===== config.mk =====
export PLATFORM = sky130hd
export DESIGN_NAME = program_loader
export DESIGN_NICKNAME = d
export VERILOG_FILES = /design/src/rtl/program_loader_pkg.sv /design/src/rtl/program_loader_word_assembler.sv /design/src/rtl/program_loader.sv
export SDC_FILE = /design/constraint.sdc
export NUM_CORES = 1
export LEC_CHECK = 0
export ABC_CLOCK_PERIOD_IN_PS = 2350
export BUFFER_PORTS_ARGS = -buffer_cell sky130_fd_sc_hd__buf_2
export CAP_MARGIN = 10
export CORE_ASPECT_RATIO = 0.7
export CORE_MARGIN = 1.5
export CORE_UTILIZATION = 35
export DETAILED_ROUTE_END_ITERATION = 8
export PLACE_DENSITY = 0.52
export SETUP_SLACK_MARGIN = 0.05
export SYNTH_ARGS = -nofsm -noshare
export SYNTH_HDL_FRONTEND = slang
export SYNTH_SLANG_ARGS = --single-unit

===== constraint.sdc =====
create_clock -name clock -period 2.35 [get_ports clock]
set_input_delay 0.1175 -clock clock [delete_from_list [all_inputs] [get_ports clock]]
set_output_delay 0.1175 -clock clock [all_outputs]
set_load 0.05 [all_outputs]

===== src/rtl/program_loader_pkg.sv =====
// Shared types for the program loader: FSM states, header size and word type.
package program_loader_pkg;

   typedef logic [31:0] word;

   localparam int LOADER_LEN_BYTES = 2;

   typedef enum logic [2:0] {
      S_IDLE,
      S_LEN_LO,
      S_LEN_HI,
      S_DATA,
      S_CSUM,
      S_DONE,
      S_ERROR
   } loader_state_t;

endpackage


===== src/rtl/program_loader_word_assembler.sv =====
// Packs four stream bytes into a little-endian word.
// Pulses word_ready with the completed word on the 4th byte.
module word_assembler
   import program_loader_pkg::*;
(
   input  logic       clock,
   input  logic       reset,
   input  logic       clear,
   input  logic       byte_en,
   input  logic [7:0] byte_data,
   output logic       word_ready,
   output word        word_out
);

   logic [1:0] cnt_q;
   word        sh_q;

   // Completed word is visible combinationally alongside the 4th byte
   assign word_ready = byte_en & (cnt_q == 2'd3);
   assign word_out   = {byte_data, sh_q[31:8]};

   always_ff @(posedge clock or negedge reset) begin
      if (!reset) begin
         cnt_q <= '0;
         sh_q  <= '0;
      end else if (clear) begin
         cnt_q <= '0;
         sh_q  <= '0;
      end else if (byte_en) begin
         cnt_q <= cnt_q + 2'd1;
         sh_q  <= word_out;
      end
   end

endmodule


===== src/rtl/program_loader.sv =====
// Streams a length-prefixed, checksummed program image into instruction
// memory while holding the core in reset.
module program_loader
   import program_loader_pkg::*;
#(
   parameter int WORDS  = 256,
   parameter int ADDR_W = $clog2(WORDS)
) (
   input  logic              clock,
   input  logic              reset,
   input  logic              start,
   input  logic              byte_valid,
   input  logic [7:0]        byte_data,
   output logic              byte_ready,
   output logic              imem_we,
   output logic [ADDR_W-1:0] imem_addr,
   output word               imem_wdata,
   output logic              core_hold,
   output logic              busy,
   output logic              done,
   output logic              error
);

   loader_state_t     state_q, state_nx;
   logic [15:0]       len_q;
   logic [ADDR_W-1:0] idx_q;
   logic [7:0]        csum_q;
   logic              accept;
   logic              start_ok;
   logic              in_data;
   logic              word_ready;
   word               asm_word;
   logic [15:0]       len_full;
   logic              overflow;
   logic              last_word;

   assign accept    = byte_valid & byte_ready;
   assign in_data   = (state_q == S_DATA) & accept;
   assign start_ok  = start & ((state_q == S_IDLE) |
                               (state_q == S_DONE) |
                               (state_q == S_ERROR));
   assign len_full  = {byte_data, len_q[7:0]};
   assign overflow  = len_full > 16'(WORDS);
   assign last_word = 16'(idx_q) == (len_q - 16'd1);

   word_assembler u_asm (
      .clock      (clock),
      .reset      (reset),
      .clear      (start_ok),
      .byte_en    (in_data),
      .byte_data  (byte_data),
      .word_ready (word_ready),
      .word_out   (asm_word)
   );

   always_ff @(posedge clock or negedge reset) begin
      if (!reset) state_q <= S_IDLE;
      else        state_q <= state_nx;
   end

   always_comb begin
      state_nx   = state_q;
      byte_ready = 1'b0;
      busy       = 1'b0;
      core_hold  = 1'b0;
      done       = 1'b0;
      error      = 1'b0;
      unique case (state_q)
         S_IDLE, S_DONE: begin
            done = (state_q == S_DONE);
            if (start) state_nx = S_LEN_LO;
         end
         S_ERROR: begin
            error     = 1'b1;
            core_hold = 1'b1;
            if (start) state_nx = S_LEN_LO;
         end
         S_LEN_LO: begin
            byte_ready = 1'b1;
            if (byte_valid) state_nx = S_LEN_HI;
         end
         S_LEN_HI: begin
            byte_ready = 1'b1;
            if (byte_valid) begin
               if (overflow)            state_nx = S_ERROR;
               else if (len_full == '0) state_nx = S_CSUM;
               else                     state_nx = S_DATA;
            end
         end
         S_DATA: begin
            byte_ready = 1'b1;
            if (word_ready && last_word) state_nx = S_CSUM;
         end
         S_CSUM: begin
            byte_ready = 1'b1;
            if (byte_valid) begin
               if (byte_data == csum_q) state_nx = S_DONE;
               else                     state_nx = S_ERROR;
            end
         end
         default: state_nx = S_IDLE;
      endcase
      if (byte_ready) begin
         busy      = 1'b1;
         core_hold = 1'b1;
      end
   end

   always_ff @(posedge clock or negedge reset) begin
      if (!reset) begin
         len_q      <= '0;
         idx_q      <= '0;
         csum_q     <= '0;
         imem_we    <= 1'b0;
         imem_addr  <= '0;
         imem_wdata <= '0;
      end else begin
         imem_we <= word_ready;
         if (word_ready) begin
            imem_addr  <= idx_q;
            imem_wdata <= asm_word;
         end
         if (start_ok) begin
            idx_q  <= '0;
            csum_q <= '0;
         end else if (state_q == S_LEN_LO && accept) begin
            len_q[7:0] <= byte_data;
         end else if (state_q == S_LEN_HI && accept) begin
            len_q <= len_full;
         end else if (in_data) begin
            csum_q <= csum_q + byte_data;
            if (word_ready) idx_q <= idx_q + 1'b1;
         end
      end
   end

endmodule


==> impl_metrics.py <==
metrics = {
    "place": {
        "gp_congestion": 0.8868,
        "port_buffers": 57,
        "dp_hpwl_um": 8936,
        "dp_cells": 786,
        "pre_cts_slack_ps": -43.63,
    },
    "timing": {
        "timing.hold.ws_ps": 95.06,
        "hold_viol": 0,
        "max_freq_mhz": 455.9,
        "skew_ps": 7.017,
        "max_slew_margin": 0.5902,
        "fin_crit_ps": 2194,
        "worst_slew_pin_slew_ps": 614.6,
        "setup_ws_ps": 156.4,
        "period_share": 0.9334,
        "finalMaxSlewViolations": 0,
        "setup_viol": 0,
        "final.setup.tns_ps": 0,
        "rsz0062_at_grt": "yes",
    },
    "detailed_routing": {
        "num_vias": 3956,
        "drtPass1Iterations": 4,
        "drtAntennaViolNets": 0,
        "post_drt_wl_per_cell_um": 15.62,
        "drtIter0Drc": 207,
        "drc": 0,
        "routed_wl_um": 12540,
        "viasPerCell": 4.927,
    },
    "cells_and_area": {
        "final_cell_count_no_fill": 803,
        "final_util": 0.4265,
        "n_antenna_cell": 0,
        "drive_gt1_frac": 0.2072,
        "final_cell_mix": "196 x nand2_1, 102 x dfrtp_1, 56 x buf_2, 35 x a21oi_1, 25 x buf_4",
        "final_common_cell": "nand2_1",
        "area_delta_synth_final_pct": 19.68,
        "nets": 632,
    },
    "clock_tree": {
        "h-tree-depth": 3,
        "cts_max_path_buffers": 2,
        "clkTransAtPathRegs_ps": 70,
        "tritoncts": "done",
        "clkSinkCount": 102,
        "cts_made_buffers": 9,
        "clk_latency_ps": 340,
        "cts_root_buf": "clkbuf_16",
    },
    "global_routing": {
        "grt_max_degree": 48,
        "grt_pass1_wl_um": 20730,
        "busiest_layer": "met1",
        "grt_pass1_vias": 3953,
        "antenna_found_initial": 0,
        "grtUsageTotal": 0.1834,
        "gr-total-overflow": 0,
        "use_met3": 0.03608,
        "grt_util_met1": 0.2820,
        "met2_usage": 0.2619,
    },
    "synthesis": {
        "synth-edff-count": 0,
        "synth_ff_type": "dfrtp_1",
        "synthArstFlopShare": 1.000,
        "syn-num-nets": 569,
        "synth_area_um2": 4928,
        "synthCells": 545,
        "ys_types": 51,
        "syn_area_per_cell_um2": 9.043,
        "synth_seq_cells": 102,
        "ys_seq_area_frac": 0.5179,
        "yosysWarnings": 0,
    },
    "critical_path": {
        "required_ps": 2620,
        "critical_path_class": "flop to flop",
        "critPathSlowestCell": "or4b_4",
        "arrival_ps": 2470,
        "path_buf_inv": 0,
        "slowest_delay_ps": 550,
        "cp_cell_sequence": "nor4_4 > nand2_2 > or3_1 > and3_1 > or4b_4 > a21oi_2",
        "crit_fanout": 6,
        "crit_family": "simple AND/OR/NAND/NOR gates",
        "end_kind": "flop",
        "startpoint_type": "flop",
    },
    "run": {
        "maxCapViolCount": 0,
    },
    "floorplan": {
        "initial_core_util": 0.3564,
        "die_y_um": 102.3,
        "coreArea_um2": 13830,
        "io_pins": 58,
        "die_w_um": 144.8,
        "dieArea_um2": 14810,
        "rows": 36,
    },
    "hold_path": {
        "min_path_type": "input pin to flop",
    },
    "power_and_ir_drop": {
        "ir_drop_mv": 1.242,
        "p_leak_nw": 2.844,
        "cellPowerDensity_nw_per_um2": 1461,
    },
    "run_status": {
        "status": "finished clean",
    },
}
-- report_power, final --
group / total, mW / switching [mW] / internal (mW)
Clock: 1.52 / 0.659 / 0.860
Combinational: 4.09 / 2.75 / 1.34
Sequential: 3.01 / 0.562 / 2.45
-- tightest hold or removal path: stages --
cell     delay (ps)
buf_2           160
nand2_1          70
nand2_1          50
-- through the flow --
| step | area, µm² | power, mW |
|---|---|---|
| 2_1_floorplan | 4928 | 5.978 |
| 3_3_place_gp | 5527 | 6.985 |
| 3_5_place_dp | 5527 | 7.052 |
| 4_1_cts | 5854 | 8.624 |
| 5_1_grt | 5898 | 9.232 |
| 6_report | 5898 | 8.616 |
-- sequential cells by signal, summed over array words and instances, names as in the netlist --
signal	cells
len_q	16
u_asm.sh_q	24
state_q	3
imem_addr	8
u_asm.cnt_q	2
imem_wdata	32
idx_q	8
imem_we	1
csum_q	8
-- cells by family after synthesis --
kind of cell	synth area share
flip-flops	0.5179
AND/OR/NAND/NOR	0.2447
XOR/XNOR	0.04798
multiplexers	0.03808
AO/OA/AOI/OAI	0.08581
buffers and inverters	0.03351
adder cells (fa/ha/maj)	0.03199
-- area by class of cell --
cell class                 count  area (µm²)
timing repair buffer          83       498.0
fill                        1410        7930
multi-input combinational    402        2268
clock inverter                 4       53.80
clock buffer                  12       246.5
inverter                      10       41.29
sequential                   102        2552
tap                          190       237.7
-- cells in the mapped netlist (2+ instances only) --
library cell / n / area share
nor4_1: 4 / 0.0051
a211oi_1: 2 / 0.0030
nor2_1: 22 / 0.017
xor2_1: 10 / 0.018
nand3_1: 7 / 0.0071
o22ai_1: 6 / 0.0076
a31oi_1: 2 / 0.0025
xnor2_1: 17 / 0.030
clkbuf_1: 24 / 0.018
nor3_1: 10 / 0.010
nor3b_1: 2 / 0.0030
a21oi_1: 36 / 0.037
and2_1: 3 / 0.0038
nand4_1: 4 / 0.0051
mux2_2: 14 / 0.032
nor2b_1: 5 / 0.0063
and3_1: 4 / 0.0051
o21ai_0: 10 / 0.010
a32oi_1: 3 / 0.0053
buf_1: 5 / 0.0038
nor4b_1: 3 / 0.0053
ha_1: 11 / 0.028
dfrtp_1: 102 / 0.52
inv_1: 9 / 0.0069
mux2i_1: 3 / 0.0061
o21bai_1: 2 / 0.0030
nand2b_1: 2 / 0.0025
o211ai_1: 2 / 0.0030
nand2_1: 196 / 0.15
or2_2: 2 / 0.0025
nand4b_1: 2 / 0.0036
a32o_1: 2 / 0.0041
-- final timing paths --
path	startpoint	end	slack, ps	depth (start not counted)
min in group asynchronous	reset	imem_wdata[4]	320	2
worst min-delay path	byte_data[2]	imem_wdata[26]	100	3
worst min register to register	imem_wdata[10]	imem_wdata[10]	470	2
worst max register to register	len_q[3]	state_q[2]	160	6
worst max-delay path	len_q[3]	state_q[2]	160	6
max in group asynchronous	reset	csum_q[3]	1310	3
-- what timing repair did --
item	4_1_cts	5_1_grt
hold buffers	1	0
gates resized for setup	3	10
setup buffers	0	0
endpoints found under the hold margin	43	0
setup endpoints to repair	3	3
pin swaps	0	1
-- per-layer routing --
layer  vias to the layer above  share of wire
met5                         -              0
met4                         0         0.0079
met3                         9          0.040
met2                        84           0.42
met1                      1923           0.54
li1                       1940              -
(Power assumes the default switching activity.)
